File: src/rtl/pgm_prot_pkg.sv
// Shared constants and types for the PGM protection-register command master.
package pgm_prot_pkg;

    localparam logic [3:0] PROT_ADDR_CMD = 4'd0;
    localparam logic [3:0] PROT_ADDR_D0  = 4'd1;
    localparam logic [3:0] PROT_ADDR_D1  = 4'd2;
    localparam logic [3:0] PROT_ADDR_D2  = 4'd3;

    localparam int PROT_STAT_DONE = 0;

    typedef enum logic [1:0] {
        PROT_RSP_OK      = 2'd0,
        PROT_RSP_BUS_TO  = 2'd1,
        PROT_RSP_POLL_TO = 2'd2
    } prot_rsp_e;

    typedef enum logic [2:0] {
        ST_IDLE,
        ST_WR_DATA,
        ST_WR_CMD,
        ST_POLL,
        ST_GAP,
        ST_RD_DATA,
        ST_RESP
    } prot_state_e;

    typedef enum logic [1:0] {
        XF_IDLE,
        XF_ISSUE,
        XF_WAIT
    } xfer_state_e;

    // Register index of data word idx (0..2).
    function automatic logic [3:0] data_addr(input logic [1:0] idx);
        return PROT_ADDR_D0 + {2'b00, idx};
    endfunction

endpackage

File: src/rtl/pgm_prot_bus_xfer.sv
// One responder bus access: a single-cycle strobe, then wait for dtack_n
// low for at most BUS_TO cycles.
module pgm_prot_bus_xfer
    import pgm_prot_pkg::*;
#(
    parameter int BUS_TO = 16
) (
    input  logic        clk,
    input  logic        reset_n,
    input  logic        start,
    input  logic        rw,
    input  logic [3:0]  addr,
    input  logic [15:0] wdata,
    output logic        done,
    output logic        timeout,
    output logic [15:0] rdata,
    output logic [3:0]  bus_addr,
    output logic [15:0] bus_dout,
    output logic        bus_we,
    output logic        bus_re,
    input  logic [15:0] bus_din,
    input  logic        bus_dtack_n
);

    localparam int CNT_W = $clog2(BUS_TO + 1);

    xfer_state_e      state, state_nxt;
    logic [CNT_W-1:0] wait_cnt;
    logic             rw_q;

    always_ff @(posedge clk or negedge reset_n) begin
        if (!reset_n) begin
            state    <= XF_IDLE;
            wait_cnt <= '0;
            rw_q     <= 1'b0;
            bus_addr <= '0;
            bus_dout <= '0;
        end else begin
            state <= state_nxt;
            if (state == XF_WAIT) begin
                wait_cnt <= wait_cnt + 1'b1;
            end else begin
                wait_cnt <= '0;
            end
            if (start) begin
                rw_q     <= rw;
                bus_addr <= addr;
                bus_dout <= wdata;
            end
        end
    end

    // An acknowledge in the last allowed wait cycle wins over the timeout.
    always_comb begin
        state_nxt = state;
        done      = 1'b0;
        timeout   = 1'b0;
        unique case (state)
            XF_IDLE:  state_nxt = XF_IDLE;
            XF_ISSUE: state_nxt = XF_WAIT;
            XF_WAIT: begin
                if (!bus_dtack_n) begin
                    done      = 1'b1;
                    state_nxt = XF_IDLE;
                end else if (wait_cnt == CNT_W'(BUS_TO - 1)) begin
                    timeout   = 1'b1;
                    state_nxt = XF_IDLE;
                end
            end
            default: state_nxt = XF_IDLE;
        endcase
        if (start) begin
            state_nxt = XF_ISSUE;
        end
    end

    assign bus_we = (state == XF_ISSUE) && !rw_q;
    assign bus_re = (state == XF_ISSUE) && rw_q;
    assign rdata  = bus_din;

endmodule

File: src/rtl/pgm_prot_cmd_master.sv
// Command master for the IGS027A protection responder: write d0..d2 and the
// command, poll status bit 0, read d0..d2 back and return one response.
module pgm_prot_cmd_master
    import pgm_prot_pkg::*;
#(
    parameter int BUS_TO   = 16,
    parameter int POLL_MAX = 256,
    parameter int POLL_GAP = 0
) (
    input  logic        clk,
    input  logic        reset_n,
    input  logic        req_valid,
    output logic        req_ready,
    input  logic [15:0] req_cmd,
    input  logic [15:0] req_d0,
    input  logic [15:0] req_d1,
    input  logic [15:0] req_d2,
    output logic        rsp_valid,
    input  logic        rsp_ready,
    output logic [1:0]  rsp_status,
    output logic [15:0] rsp_d0,
    output logic [15:0] rsp_d1,
    output logic [15:0] rsp_d2,
    output logic [3:0]  bus_addr,
    output logic [15:0] bus_dout,
    input  logic [15:0] bus_din,
    output logic        bus_we,
    output logic        bus_re,
    input  logic        bus_dtack_n
);

    localparam int POLL_W = $clog2(POLL_MAX + 1);
    localparam int GAP_W  = $clog2(POLL_GAP + 2);

    prot_state_e       state, state_nxt;
    logic [1:0]        idx, idx_nxt;
    logic [POLL_W-1:0] poll_cnt, poll_nxt;
    logic [GAP_W-1:0]  gap_cnt, gap_nxt;
    prot_rsp_e         status_q, status_nxt;
    logic [15:0]       rsp_w0, rsp_w1, rsp_w2;
    logic [15:0]       rsp_w0_nxt, rsp_w1_nxt, rsp_w2_nxt;
    logic [15:0]       cmd_q, d0_q, d1_q, d2_q;
    logic              load_req;

    logic              xfer_start, xfer_rw, xfer_done, xfer_timeout;
    logic [3:0]        xfer_addr;
    logic [15:0]       xfer_wdata, xfer_rdata;

    function automatic logic [15:0] pick_word(input logic [1:0] i, input logic [15:0] w0,
                                              input logic [15:0] w1, input logic [15:0] w2);
        case (i)
            2'd0:    return w0;
            2'd1:    return w1;
            default: return w2;
        endcase
    endfunction

    pgm_prot_bus_xfer #(
        .BUS_TO (BUS_TO)
    ) u_xfer (
        .clk         (clk),
        .reset_n     (reset_n),
        .start       (xfer_start),
        .rw          (xfer_rw),
        .addr        (xfer_addr),
        .wdata       (xfer_wdata),
        .done        (xfer_done),
        .timeout     (xfer_timeout),
        .rdata       (xfer_rdata),
        .bus_addr    (bus_addr),
        .bus_dout    (bus_dout),
        .bus_we      (bus_we),
        .bus_re      (bus_re),
        .bus_din     (bus_din),
        .bus_dtack_n (bus_dtack_n)
    );

    always_ff @(posedge clk or negedge reset_n) begin
        if (!reset_n) begin
            state    <= ST_IDLE;
            idx      <= 2'd0;
            poll_cnt <= '0;
            gap_cnt  <= '0;
            status_q <= PROT_RSP_OK;
            rsp_w0   <= '0;
            rsp_w1   <= '0;
            rsp_w2   <= '0;
        end else begin
            state    <= state_nxt;
            idx      <= idx_nxt;
            poll_cnt <= poll_nxt;
            gap_cnt  <= gap_nxt;
            status_q <= status_nxt;
            rsp_w0   <= rsp_w0_nxt;
            rsp_w1   <= rsp_w1_nxt;
            rsp_w2   <= rsp_w2_nxt;
        end
    end

    // Request words are only meaningful after a load, so they carry no reset.
    always_ff @(posedge clk) begin
        if (load_req) begin
            cmd_q <= req_cmd;
            d0_q  <= req_d0;
            d1_q  <= req_d1;
            d2_q  <= req_d2;
        end
    end

    // Each completing access launches the next one in the same cycle, so
    // back-to-back accesses cost strobe + acknowledge cycles only.
    always_comb begin
        state_nxt  = state;
        idx_nxt    = idx;
        poll_nxt   = poll_cnt;
        gap_nxt    = gap_cnt;
        status_nxt = status_q;
        rsp_w0_nxt = rsp_w0;
        rsp_w1_nxt = rsp_w1;
        rsp_w2_nxt = rsp_w2;
        load_req   = 1'b0;
        xfer_start = 1'b0;
        xfer_rw    = 1'b0;
        xfer_addr  = PROT_ADDR_CMD;
        xfer_wdata = '0;
        case (state)
            ST_IDLE: begin
                if (req_valid) begin
                    load_req   = 1'b1;
                    rsp_w0_nxt = '0;
                    rsp_w1_nxt = '0;
                    rsp_w2_nxt = '0;
                    status_nxt = PROT_RSP_OK;
                    poll_nxt   = '0;
                    gap_nxt    = '0;
                    idx_nxt    = 2'd0;
                    xfer_start = 1'b1;
                    xfer_addr  = PROT_ADDR_D0;
                    xfer_wdata = req_d0;
                    state_nxt  = ST_WR_DATA;
                end
            end
            ST_WR_DATA, ST_WR_CMD, ST_POLL, ST_RD_DATA: begin
                if (xfer_timeout) begin
                    status_nxt = PROT_RSP_BUS_TO;
                    state_nxt  = ST_RESP;
                end else if (xfer_done) begin
                    case (state)
                        ST_WR_DATA: begin
                            xfer_start = 1'b1;
                            if (idx == 2'd2) begin
                                xfer_addr  = PROT_ADDR_CMD;
                                xfer_wdata = cmd_q;
                                state_nxt  = ST_WR_CMD;
                            end else begin
                                idx_nxt    = idx + 2'd1;
                                xfer_addr  = data_addr(idx + 2'd1);
                                xfer_wdata = pick_word(idx + 2'd1, d0_q, d1_q, d2_q);
                            end
                        end
                        ST_WR_CMD: begin
                            xfer_start = 1'b1;
                            xfer_rw    = 1'b1;
                            xfer_addr  = PROT_ADDR_CMD;
                            state_nxt  = ST_POLL;
                        end
                        ST_POLL: begin
                            if (xfer_rdata[PROT_STAT_DONE]) begin
                                xfer_start = 1'b1;
                                xfer_rw    = 1'b1;
                                xfer_addr  = PROT_ADDR_D0;
                                idx_nxt    = 2'd0;
                                state_nxt  = ST_RD_DATA;
                            end else begin
                                poll_nxt = poll_cnt + 1'b1;
                                if (poll_cnt == POLL_W'(POLL_MAX - 1)) begin
                                    status_nxt = PROT_RSP_POLL_TO;
                                    state_nxt  = ST_RESP;
                                end else if (POLL_GAP == 0) begin
                                    xfer_start = 1'b1;
                                    xfer_rw    = 1'b1;
                                    xfer_addr  = PROT_ADDR_CMD;
                                end else begin
                                    gap_nxt   = '0;
                                    state_nxt = ST_GAP;
                                end
                            end
                        end
                        default: begin
                            case (idx)
                                2'd0:    rsp_w0_nxt = xfer_rdata;
                                2'd1:    rsp_w1_nxt = xfer_rdata;
                                default: rsp_w2_nxt = xfer_rdata;
                            endcase
                            if (idx == 2'd2) begin
                                state_nxt = ST_RESP;
                            end else begin
                                idx_nxt    = idx + 2'd1;
                                xfer_start = 1'b1;
                                xfer_rw    = 1'b1;
                                xfer_addr  = data_addr(idx + 2'd1);
                            end
                        end
                    endcase
                end
            end
            ST_GAP: begin
                if (gap_cnt == GAP_W'(POLL_GAP - 1)) begin
                    xfer_start = 1'b1;
                    xfer_rw    = 1'b1;
                    xfer_addr  = PROT_ADDR_CMD;
                    state_nxt  = ST_POLL;
                end else begin
                    gap_nxt = gap_cnt + 1'b1;
                end
            end
            ST_RESP: begin
                if (rsp_ready) begin
                    state_nxt = ST_IDLE;
                end
            end
            default: state_nxt = ST_IDLE;
        endcase
    end

    assign req_ready  = (state == ST_IDLE);
    assign rsp_valid  = (state == ST_RESP);
    assign rsp_status = status_q;
    assign rsp_d0     = rsp_w0;
    assign rsp_d1     = rsp_w1;
    assign rsp_d2     = rsp_w2;

endmodule

File: config.mk
export PLATFORM = sky130hd
export DESIGN_NAME = pgm_prot_cmd_master
export DESIGN_NICKNAME = d
export VERILOG_FILES = /design/src/rtl/pgm_prot_pkg.sv /design/src/rtl/pgm_prot_bus_xfer.sv /design/src/rtl/pgm_prot_cmd_master.sv
export SDC_FILE = /design/constraint.sdc
export NUM_CORES = 1
export LEC_CHECK = 0
export BUFFER_PORTS_ARGS = -buffer_cell sky130_fd_sc_hd__buf_2
export CORE_MARGIN = 2
export CORE_UTILIZATION = 45
export CTS_CLUSTER_DIAMETER = 150
export CTS_CLUSTER_SIZE = 20
export DETAILED_ROUTE_END_ITERATION = 7
export HOLD_SLACK_MARGIN = 0.15
export PLACE_DENSITY = 0.76
export SLEW_MARGIN = 10
export SYNTH_ARGS = -nofsm -noshare
export SYNTH_HDL_FRONTEND = slang
export SYNTH_SLANG_ARGS = --single-unit
export TNS_END_PERCENT = 30
File: constraint.sdc
create_clock -name clk -period 2.3 [get_ports clk]
set_input_delay 0 -clock clk [delete_from_list [all_inputs] [get_ports clk]]
set_output_delay 0 -clock clk [all_outputs]
set_load 0.02 [all_outputs]
==> metrics list, run 1 <==
* Post-route standard cell area excluding fillers: 9230 sq um
- Fmax: 457 MHz
- The H-tree was split into 4 levels.
- Top-level I/O count: 159
- Worst slew margin: 48.5%
- The critical path is of the reg -> reg type.
- The cell count after synthesis came out at 535.
- In the final design database the tool counted 872 nets.
- Each instance of the synthesized netlist takes up on average 12.5 sq um.
* Fin worst setup slack: 112 ps
- Global routing used 23.8% of the available tracks across all layers.
- Yosys mapped a number of flops with a built-in enable equal to 64.
- Worst-path cell chain: and3_4, and3_1, and3_1, ha_2, nand2_1, or3_4, a31oi_4, buf_12, a221o_1
- CTS clock-pin slew for the worst setup and hold paths: 60 ps
- Synth warn: 0
- Of the post-synthesis cell area, the dominant cell type holds 34.4%.
- Pin count of the biggest net entering global routing: 66
- After routing, the total negative slack on setup checks comes to 0 ps.
- Data arrives at the worst endpoint at 2550 ps.
- STA classifies the critical path startpoint as a register.
- Global-route wire length before repair: 29800 um
* Routed WL per cell: 19.0 um
- The area growth from synthesis to layout is 38.1%.
- Row generation in the floorplan step produced 44 rows.
* Number of synthesized register bits: 156
* Post-route clock skew: 9.70 ps
- Area enclosed by the die boundary: 15800 sq um
- Clock group share of total power: 24.3%
- The startpoint identified for the worst register-to-register timing path is poll_cnt[2].
- Using the TritonRoute via totals, the vias-per-cell ratio works out to 5.76.
* Result of the run: finished clean
- The tree is rooted in a clkbuf_16.
* Post-route non-filler standard cell count: 974
- Antenna violations before repair: 0
- Initial Utilization: 46.0%
* Logic gate share of total power: 41.0%
- In the final layout, the multi-input gates occupy 2220 sq um.
* Share of final-layout standard cells stronger than drive strength 1: 29.5%
- Setup repair after global routing missed its margin: no
* Detailed Routing Iterations Pass 1: 5
- Of the available clock period, the critical path in the final layout requires 95.1%.
- Maximum clock insertion buffer count: 2
- Cell Pwr Density: 1320 nW/um^2
* Area leader, netlist: dfrtp_1
* Total Power Consumption: 0.0122 W
* Depth of the most critical reg-to-reg path: 9
- For this block, the initial DRC count from the detailed router was 488.
- The smallest clock period supported by the final layout is computed as 2190 ps.
- Summed over all cells, the static leakage comes to 3.96 nW.
- In this run the worst setup path begins at poll_cnt[2].
* Number of global-route vias before repair: 5767
- Diode insertion count for antenna repair: 0
* Pre-CTS setup slack: 88.4 ps
* Type of the most critical hold path: in -> reg
- Clock sinks: 156
- CP dominant cell by count: and3_1
- WL final: 18500 um
* Y dimension of the die: 126 um
- The number of nets handed over by synthesis was 630.
- The endpoint identified for the worst register-to-register timing path is u_xfer.bus_dout[14].
- Switching share of power: 38.6%
- The critical path ends at u_xfer.bus_dout[14].
* Int Power: 0.00748 W
- Main flop type after synthesis: dfrtp_1
* Die span in x: 126 um
- The filler cells instantiated in the layout total 1074.
* Final antenna-violating net count: 0
* Total core area: 14500 sq um
- The final count of pins violating max slew came to 0.
- Synth top area cells: dfrtp_1 (34%), edfxtp_1 (29%), a32o_1 (4.9%), a221oi_1 (2.6%), a221o_1 (2.5%)
* Routed via count: 5608
- Cell area after synthesis: 6690 sq um
- The hold violation total from the final report came to 0.
- On the critical path, the stage with the largest delay is an instance of dfrtp_1.
* Data required, critical path: 2660 ps
* Total congestion overflow: 0
* Number of violations of the max-capacitance limit: 0
- Max rail drop VDD: 0.000779 V
* Placed instance count: 855
* Proportion of synthesized chip area in sequential cells: 63.2%
- Slew at the pin closest to its max-slew limit: 773 ps
* Logic depth of the worst setup path including buffers: 9
- Port Buf Inserts: 157
- STA classifies the critical path endpoint as a register.
- Yosys mapped the design onto 62 distinct sky130hd cell types.
* Net load switching power: 0.00470 W
* DP Area: 7730 sq um
- Sum of buffers and inverters on the critical path: 1
* Fraction of synthesis flops using an asynchronous set or reset pin: 59.0%
* Fraction of power consumed by sequential logic: 34.7%
- Storage cell area: 4220 sq um
- In this design, the stage delay of the slowest critical-path cell is 400 ps.
- Grouping stages by cell kind, the critical path spends the most delay in simple AND/OR/NAND/NOR gates.
* Drt drc: 0
- Global placer's final weighted congestion: 0.867
* Detailed placement HPWL: 10800 um
- Across all register-to-register paths, the minimum setup slack is 110 ps.
* Largest fanout on the critical path: 15
* Clock tree from TritonCTS: built
- Clock tree synthesis inserted a total of 17 buffers.
- Later-pin clock latency in the skew report: 430 ps
- Number of endpoints failing setup at the final stage: 0
-- worst register-to-register path: stages, from the launching register on --
cell and delay (ps):
dfrtp_1 400, and3_4 210, and3_1 170, and3_1 170, ha_2 200, nand2_1 80
or3_4 340, a31oi_4 190, buf_12 180, a221o_1 180
-- how the worst min path moves through the flow --
stage	start	end	depth (start not counted)	slack (ps)
finish	req_d2[8]	d2_q[8]	2	280
global route	req_cmd[2]	cmd_q[2]	2	280
CTS	req_cmd[14]	cmd_q[14]	2	270
detailed placement	reset_n	u_xfer.bus_dout[9]	1	50
global placement	reset_n	u_xfer.bus_dout[9]	1	40
floorplan	reset_n	gap_cnt	0	-300
-- state kept, by name (all words and copies together) (netlist names) --
signal / cells
u_xfer.state: 2
d0_q: 16
gap_cnt: 1
state: 3
rsp_status: 2
rsp_d2: 16
rsp_d1: 16
d2_q: 16
u_xfer.rw_q: 1
idx: 2
cmd_q: 16
u_xfer.wait_cnt: 5
u_xfer.bus_addr: 3
u_xfer.bus_dout: 16
d1_q: 16
rsp_d0: 16
poll_cnt: 9
-- routing by layer --
metal	track usage, %	up-vias	part of all wire [%]
li1	-	2504	-
met1	29.8	2781	40
met2	40.0	291	50
met3	6.50	32	8.0
met4	8.47	0	2.0
met5	0	-	0
-- Yosys cell counts (4+ instances only) --
| library cell | n |
|---|---|
| a221o_1 | 17 |
| clkbuf_1 | 20 |
| a21oi_1 | 28 |
| inv_1 | 9 |
| o21ai_0 | 26 |
| clkbuf_2 | 4 |
| nor3_1 | 17 |
| xnor2_1 | 4 |
| buf_6 | 4 |
| dfrtp_1 | 92 |
| nand2_1 | 42 |
| nand2b_1 | 5 |
| nor2b_1 | 19 |
| edfxtp_1 | 64 |
| buf_2 | 11 |
| o21ai_1 | 4 |
| a32o_1 | 33 |
| ha_1 | 10 |
| and3_1 | 5 |
| nand3_1 | 6 |
| a221oi_1 | 20 |
| nor2_1 | 38 |
-- layout by cell type (no fill, tap or decap), types with 4 or more instances in the layout --
| cell | netlist | routed |
|---|---|---|
| nor2_1 | 38 | 38 |
| a21oi_1 | 28 | 27 |
| nor3_1 | 17 | 17 |
| a221oi_1 | 20 | 20 |
| o21ai_0 | 26 | 26 |
| inv_1 | 9 | 9 |
| and3_1 | 5 | 4 |
| buf_12 | 0 | 6 |
| ha_1 | 10 | 7 |
| buf_4 | 3 | 16 |
| inv_6 | 0 | 5 |
| buf_2 | 11 | 156 |
| dlygate4sd3_1 | 0 | 86 |
| nand2_1 | 42 | 42 |
| a221o_1 | 17 | 17 |
| dfrtp_1 | 92 | 92 |
| a32o_1 | 33 | 33 |
| edfxtp_1 | 64 | 64 |
| nand3_1 | 6 | 6 |
| xnor2_1 | 4 | 4 |
| nor2b_1 | 19 | 19 |
| nand2b_1 | 5 | 5 |
| clkinv_2 | 1 | 4 |
| clkbuf_16 | 0 | 17 |
| o21ai_1 | 4 | 4 |
-- kinds of logic after synthesis --
logic type / count (synthesis) / share of synthesized area [%]
AND/OR/NAND/NOR: 150 / 11.4
flip-flops: 156 / 63.2
other: 1 / 0.0561
XOR/XNOR: 6 / 0.786
AO/OA/AOI/OAI: 154 / 18.1
adder cells (fa/ha/maj): 10 / 1.87
multiplexers: 5 / 0.805
buffers and inverters: 53 / 3.89
-- cell type report --
class / instances / share of cell area [%]
timing repair buffer: 265 / 20.5
inverter: 11 / 0.474
sequential: 156 / 45.7
clock inverter: 14 / 1.94
tap: 184 / 2.49
multi-input combinational: 326 / 24.1
clock buffer: 18 / 4.76
-- per-stage QoR --
stage	hold slack, ps	utilization [%]
2_1_floorplan	-296	-
3_3_place_gp	44.9	53.2
3_5_place_dp	52.5	53.2
4_1_cts	266	63.3
5_1_grt	278	63.5
6_report	280	63.5
-- power by group through the flow --
stage                     logic, W  registers [W]  clock network, W
after floorplan            0.00261        0.00481                 0
after global routing       0.00539        0.00432           0.00311
after detailed placement   0.00478        0.00424                 0
final                      0.00499        0.00423           0.00296
after CTS                  0.00492        0.00421           0.00297
after global placement     0.00463        0.00421                 0
-- timing repair --
item | 4_1_cts | 5_1_grt
endpoints found under the hold margin | 226 | 0
buffers inserted | 0 | 1
hold buffers | 86 | 0
gates resized for setup | 0 | 6
setup endpoints to repair | 0 | 24
(Power assumes the default switching activity.)
==> run 2, diff against run 1 <==
PLACE_DENSITY = default   (was 0.76)
PLACE_DENSITY_LB_ADDON = 0.12   (was default)
==> run 2 against run 1 <==
Critical path depth unchanged; die area is the same; utilization fell by 0.42 points; register-to-register slack got worse by 20 ps; flip-flop and latch count did not move; global-route usage decreased by 2.0 points; sequential power about the same; clock power shrank 10%; first-iteration DRC count down 22%; combinational power down 2%; clock-buffer cell count is 3 higher; via count is 5.3% lower.
==> metrics list, run 2 (synthesis results as in run 1) <==
- Share of final-layout standard cells stronger than drive strength 1: 29.1% (-0.42 points)
- Cell Pwr Density: 1280 nW/um^2 (-3.1%)
- Setup Total Neg Slack: 0 ps (unchanged)
- Area enclosed by the die boundary: 15800 sq um (unchanged)
- Final period utilization: 95.8% (+0.69 points)
* Clock tree from TritonCTS: built
- Clock sinks: 156 (unchanged)
- The initial antenna violation count came to 0 (unchanged).
* Top Usage Layer GRT: met2
- The total global-route track usage was 21.8% (-2.0 points).
* Fmax: 454 MHz (-0.72%)
- Post-Route Hold Slack: 294 ps (+13.7 ps)
* CTS clock-pin slew for the worst setup and hold paths: 60 ps (about the same)
* Final-report max-slew violation count: 0 (unchanged)
- Worst setup path startpoint: poll_cnt[3]
* Post-layout minimum cycle time: 2200 ps (+15.9 ps)
- The remaining antenna violation count came to 0 (unchanged).
- Met2 capacity usage during global routing: 35.3% (-4.7 points)
* Net count of the finished layout: 873 (+0.11%)
- The worst hold path belongs to the class in -> reg.
* Syn-to-layout area delta: 37.2%
* Multi-input logic area: 2210 sq um (-0.51%)
* Fin worst setup slack: 95.7 ps (-15.9 ps)
- The largest net degree at the start of global routing is 67 (+1.5%).
- The length in cells of the worst reg-to-reg path was 9 (unchanged).
- The first-pass GRT wire length is 27300 um (-8.2%).
* Global placer's final weighted congestion: 0.856 (-1.2%)
* Clock tree root driver cell: clkbuf_16
- The run finished with clean final reports.
- Max rail drop VDD: 0.000774 V (-0.66%)
- Worst Setup End Kind: register
- Routed via count: 5312 (-5.3%)
- Data required, critical path: 2650 ps (about the same)
- The die outline width was 126 um (unchanged).
- The via count of the first global-routing pass was 5356 (-7.1%).
- Worst slew margin: 47.5% (-0.97 points)
* Top-level I/O count: 159 (unchanged)
- The hold violation total from the final report is 0 (unchanged).
- Rows: 44 (unchanged)
- The effective utilization at floorplan was 46.0% (unchanged).
* Average vias per placed instance: 5.45 (-5.4%)
* Y dimension of the die: 126 um (unchanged)
- The detailed-router iteration count before antenna repair came to 4 (-1).
* Diode insertion count for antenna repair: 0 (unchanged)
- The worst register-to-register path ends at u_xfer.bus_dout[8].
* Later-pin clock latency in the skew report: 410 ps (-20 ps)
- The buffer depth of the longest clock path was 2 (unchanged).
* Worst setup SP type: register
- Fill cells: 1134 (+5.6%)
- The top cell types in the final layout, fill and taps aside, are buf_2 (156), dfrtp_1 (92), dlygate4sd3_1 (85), edfxtp_1 (64), nand2_1 (42).
- The detailed-route wire length per cell is 17.5 um (-7.7%).
* WL final: 17100 um (-7.6%)
* WS Path Type: reg -> reg
- Detailed placement HPWL: 10600 um (-2.5%)
- End point of the critical path: u_xfer.bus_dout[8]
- The transition at the pin with the smallest max-transition slack was 788 ps (+14.6 ps).
- The worst clock skew is 14.2 ps (+4.54 ps).
* Endpoint arrival time on the critical path: 2550 ps (about the same)
- The post-detailed-route DRC marker count came to 0 (unchanged).
- Total core area: 14500 sq um (unchanged)
- Total CTS buffers: 17 (unchanged)
- Largest fanout on the critical path: 11 (-4)
- The register cell area after layout came to 4220 sq um (unchanged).
- H-tree levels: 4 (unchanged)
* Leakage dissipation: 3.95 nW (-0.34%)
* Pre-CTS setup slack: 102 ps (+13.1 ps)
- The total setup violations reported at the end of the flow was 0 (unchanged).
- The setup slack on the worst flop-to-flop path is 100 ps (-20 ps).
- The library cell used most frequently in the layout, excluding fill and tap cells, is buf_2.
* Total congestion overflow: 0 (unchanged)
- The met1 track demand over resource in global routing is 29.3% (-0.49 points).
* Number of violations of the max-capacitance limit: 0 (unchanged)
- Final Core Density: 63.1% (-0.42 points)
- The met3 layer usage reported by global route came to 5.10% (-1.4 points).
- The number of DRC markers after the initial detailed-route iteration was 383 (-22%).
* Setup repair after global routing missed its margin: no
- Origin of the critical flop-to-flop path: poll_cnt[3]
- Port Buf Inserts: 157 (unchanged)
## run 2: critical path: stages, from the launching register on
cell       delay, ps
dfrtp_1          380
and3_1           190
and3_1           180
and3_1           170
ha_2             200
nand2_1           70
or3_4            340
a31oi_4          240
clkbuf_16        220
a221o_1          140
## run 2: area by class of cell
class	count	share of cell area, %
Tap cell	184	2.51
Timing Repair Buffer	266	20.7
Inverter	11	0.477
Sequential cell	156	46.1
Multi-Input combinational cell	326	24.1
Clock inverter	11	0.982
Clock buffer	21	5.14
## run 2: worst min path at each step
stage          slack (ps)         from     endpoint  cells after the start
2_1_floorplan        -300      reset_n      gap_cnt                      0
6_report              290    req_d2[7]      d2_q[7]                      2
3_3_place_gp           20      reset_n  poll_cnt[5]                      1
4_1_cts               280  req_cmd[11]    cmd_q[11]                      2
5_1_grt               280   req_d1[14]     d1_q[14]                      2
3_5_place_dp           30      reset_n  poll_cnt[5]                      1
## run 2: metrics by stage
stage | cell area [sq um] | power [W] | instances
6_report | 9170 | 0.0117 | 975
5_1_grt | 9170 | 0.0125 | 975
3_5_place_dp | 7710 | 0.00897 | 856
3_3_place_gp | 7710 | 0.00885 | 856
4_1_cts | 9140 | 0.0117 | 974
2_1_floorplan | 6690 | 0.00741 | 535
## run 2: repair_timing
action	CTS	global route
resized for setup	0	2
hold endpoints to repair	230	0
buffers inserted	0	0
setup endpoints to repair	0	2
hold buffers	86	0
## run 2: where the power goes
group	internal, W	total (W)	switching, W
logic	0.00199	0.00487	0.00288
clock network	0.00157	0.00265	0.00107
registers	0.00371	0.00420	0.000493
## run 2: routing by layer
metal  vias to the layer above  part of all wire (%)
met5                         -                     0
met4                         0                   1.3
met3                        15                   5.6
met2                       183                    48
met1                      2608                    45
li1                       2506                     -
==> run 3, diff against run 2 <==
CORE_ASPECT_RATIO = 1.4   (was default)
==> run 3 against run 2 <==
Die area about the same; first-iteration DRC count down 8.9%; non-clock buffer count up 10; setup slack worse by 16 ps; sequential power about the same; wire length down 0.14%; clock power up 7.5%; clock skew up 3.5 ps; largest cell class unchanged; critical endpoint is now u_xfer.state[1]; sequential share of layout area down 0.97 points.
==> metrics list, run 3 (synthesis results as in run 1) <==
- The average vias per placed instance was 5.43 (-0.27%).
- The worst clock skew is 17.7 ps (+3.48 ps).
- Later-pin clock latency in the skew report: 420 ps (about the same)
- The share of the cycle needed by the critical path after routing came to 96.5% (+0.70 points).
- The HPWL after detailed placement was 10600 um (+0.90%).
- The post-detailed-route DRC marker count came to 0 (unchanged).
* Global placer's final weighted congestion: 0.841 (-1.8%)
- The data arrival time of the worst path came to 2560 ps (about the same).
* Antenna violations before repair: 0 (unchanged)
- STA classifies the critical path endpoint as a register.
- Syn-to-layout area delta: 40.1%
* Fin worst setup slack: 79.7 ps (-16.0 ps)
- Leakage dissipation: 4.04 nW (+2.3%)
* Sum of buffers and inverters on the critical path: 2 (+1)
- The via count of the first global-routing pass came to 5442 (+1.6%).
- The slowest stage of the critical path is the dfrtp_1 cell.
- The maximum frequency from static timing analysis was 450 MHz (-0.72%).
- Crit-path leading delay family: simple AND/OR/NAND/NOR gates
- H-tree levels: 4 (unchanged)
- Final number of hold-violating endpoints: 0 (unchanged)
* Maximum clock insertion buffer count: 2 (unchanged)
* Clock sinks: 156 (unchanged)
- The die outline height was 148 um (+18%).
* Setup Total Neg Slack: 0 ps (unchanged)
* Pre-CTS setup slack: 68.3 ps (-33.2 ps)
* Detailed Routing Iterations Pass 1: 5 (+1)
- The proportion of layout cells with a drive suffix above 1 came to 30.0% (+0.89 points).
* Post-layout minimum cycle time: 2220 ps (+16.0 ps)
* Type of the most critical hold path: in -> reg
* WS Path Type: reg -> reg
- The highest net fanout along the worst path is 6 (-5).
- Number of violations of the max-capacitance limit: 0 (unchanged)
* Total congestion overflow: 0 (unchanged)
* Initial Utilization: 46.1% (+0.079 points)
- The die outline width came to 107 um (-15%).
* Net count of the finished layout: 883 (+1.1%)
- CTS clock-pin slew for the worst setup and hold paths: 60 ps (about the same)
- Slew at the pin closest to its max-slew limit: 825 ps (+37.7 ps)
* Routed WL per cell: 17.2 um (-1.7%)
- Rows: 52 (+18%)
* Diode insertion count for antenna repair: 0 (unchanged)
- The relative max-transition margin came to 45.0% (-2.5 points).
- The top-level I/O count was 159 (unchanged).
- The total global-route track usage is 21.4% (-0.34 points).
* Total core area: 14500 sq um (-0.17%)
- The final count of pins violating max slew is 0 (unchanged).
- The biggest cell delay along the critical path is 390 ps (about the same).
- The largest net degree at the start of global routing is 53 (-21%).
- The number of DRC markers after the initial detailed-route iteration is 349 (-8.9%).
- Worst setup SP type: register
- The required time of the critical path is 2640 ps (about the same).
- Port Buf Inserts: 157 (unchanged)
- The library cells used most frequently in the layout, excluding fill and tap cells, are buf_2 (156), dfrtp_1 (92), dlygate4sd3_1 (85), edfxtp_1 (64), nand2_1 (42).
* Number of endpoints failing setup at the final stage: 0 (unchanged)
- Result of the run: finished clean
- The post-route total power came to 0.0120 W (+2.8%).
- The power density of the placed cells came to 1290 nW/um^2 (+0.62%).
- The vias after detailed routing is 5379 (+1.3%).
* Final antenna-violating net count: 0 (unchanged)
- WL final: 17100 um (-0.14%)
* Final Core Density: 64.6% (+1.5 points)
- The peak supply drop was 0.000638 V (-18%).
- The number of CTS-inserted buffers is 17 (unchanged).
- The fill cell total of the finished layout was 1111 (-2.0%).
- The first-pass GRT wire length came to 26800 um (-1.9%).
* Most frequent standard cell in the layout excluding fill and tap cells: buf_2
- TritonCTS built the clock tree.
- Clock tree synthesis selected as its root buffer the cell clkbuf_16.
* Area enclosed by the die boundary: 15900 sq um (about the same)
* Worst-path cell chain: and3_4, and3_1, and3_1, ha_4, nand2_1, or3_4, a31oi_4, buf_12, buf_12, a21boi_0
==> run 3: cell types whose count changed in the layout (fill, tap and decap cells not counted), moves of 2 or more <==
cell,change
buf_4,+5
clkinv_2,-5
buf_12,+3
clkinv_4,+3
inv_6,+3
bufinv_16,+2
clkinvlp_4,-2
==> run 3: worst register-to-register path, stage by stage, from the launching register on <==
cell	delay [ps]
dfrtp_1	390
and3_4	200
and3_1	170
and3_1	200
ha_4	160
nand2_1	60
or3_4	360
a31oi_4	160
buf_12	150
buf_12	120
a21boi_0	160
==> run 3: area by class of cell <==
class	instances	area, sq um	area share, %
sequential	156	4220	45.1
multi-input combinational	326	2230	23.9
timing repair buffer	276	2030	21.7
clock buffer	20	437	4.66
tap	189	236	2.52
clock inverter	12	160	1.71
inverter	11	43.8	0.467
==> run 3: what timing repair did <==
action                                  4_1_cts  5_1_grt
hold buffers                                 86        0
gates resized for setup                       0        5
endpoints found under the setup margin        0       25
buffers inserted                              0        5
hold endpoints to repair                    225        0
==> run 3: final timing paths <==
| check | startpoint | endpoint | slack (ps) | cells after the start |
|---|---|---|---|---|
| setup / recovery | poll_cnt[3] | u_xfer.state[1] | 80 | 10 |
| hold / removal | req_d2[9] | d2_q[9] | 280 | 2 |
| max in group asynchronous | reset_n | poll_cnt[8] | 1370 | 4 |
| setup reg to reg | poll_cnt[3] | u_xfer.state[1] | 80 | 10 |
| hold reg to reg | rsp_d2[10] | rsp_d2[10] | 470 | 2 |
| min in group asynchronous | reset_n | rsp_d1[3] | 660 | 4 |
==> run 3: layer usage <==
layer | global-route usage (%) | part of all wire, % | wire length [um]
met1 | 25.9 | 40 | 6740
met2 | 37.0 | 52 | 8890
met3 | 3.99 | 6.5 | 1120
met4 | 9.74 | 1.8 | 308
met5 | 0 | 0 | 0
==> run 3: metrics by stage <==
stage               hold slack, ps  instance area (sq um)  cells
CTS                            272                   9230    982
global route                   288                   9370    990
finish                         283                   9370    990
global placement              29.3                   7760    864
floorplan                     -296                   6690    535
detailed placement            38.8                   7760    864
==> run 3: report_power, final <==
part | leakage (nW) | switching, W | internal (W) | total, W
logic | 2.04 | 0.00291 | 0.00209 | 0.00500
registers | 1.71 | 0.000495 | 0.00370 | 0.00420
clock network | 0.291 | 0.00113 | 0.00172 | 0.00285
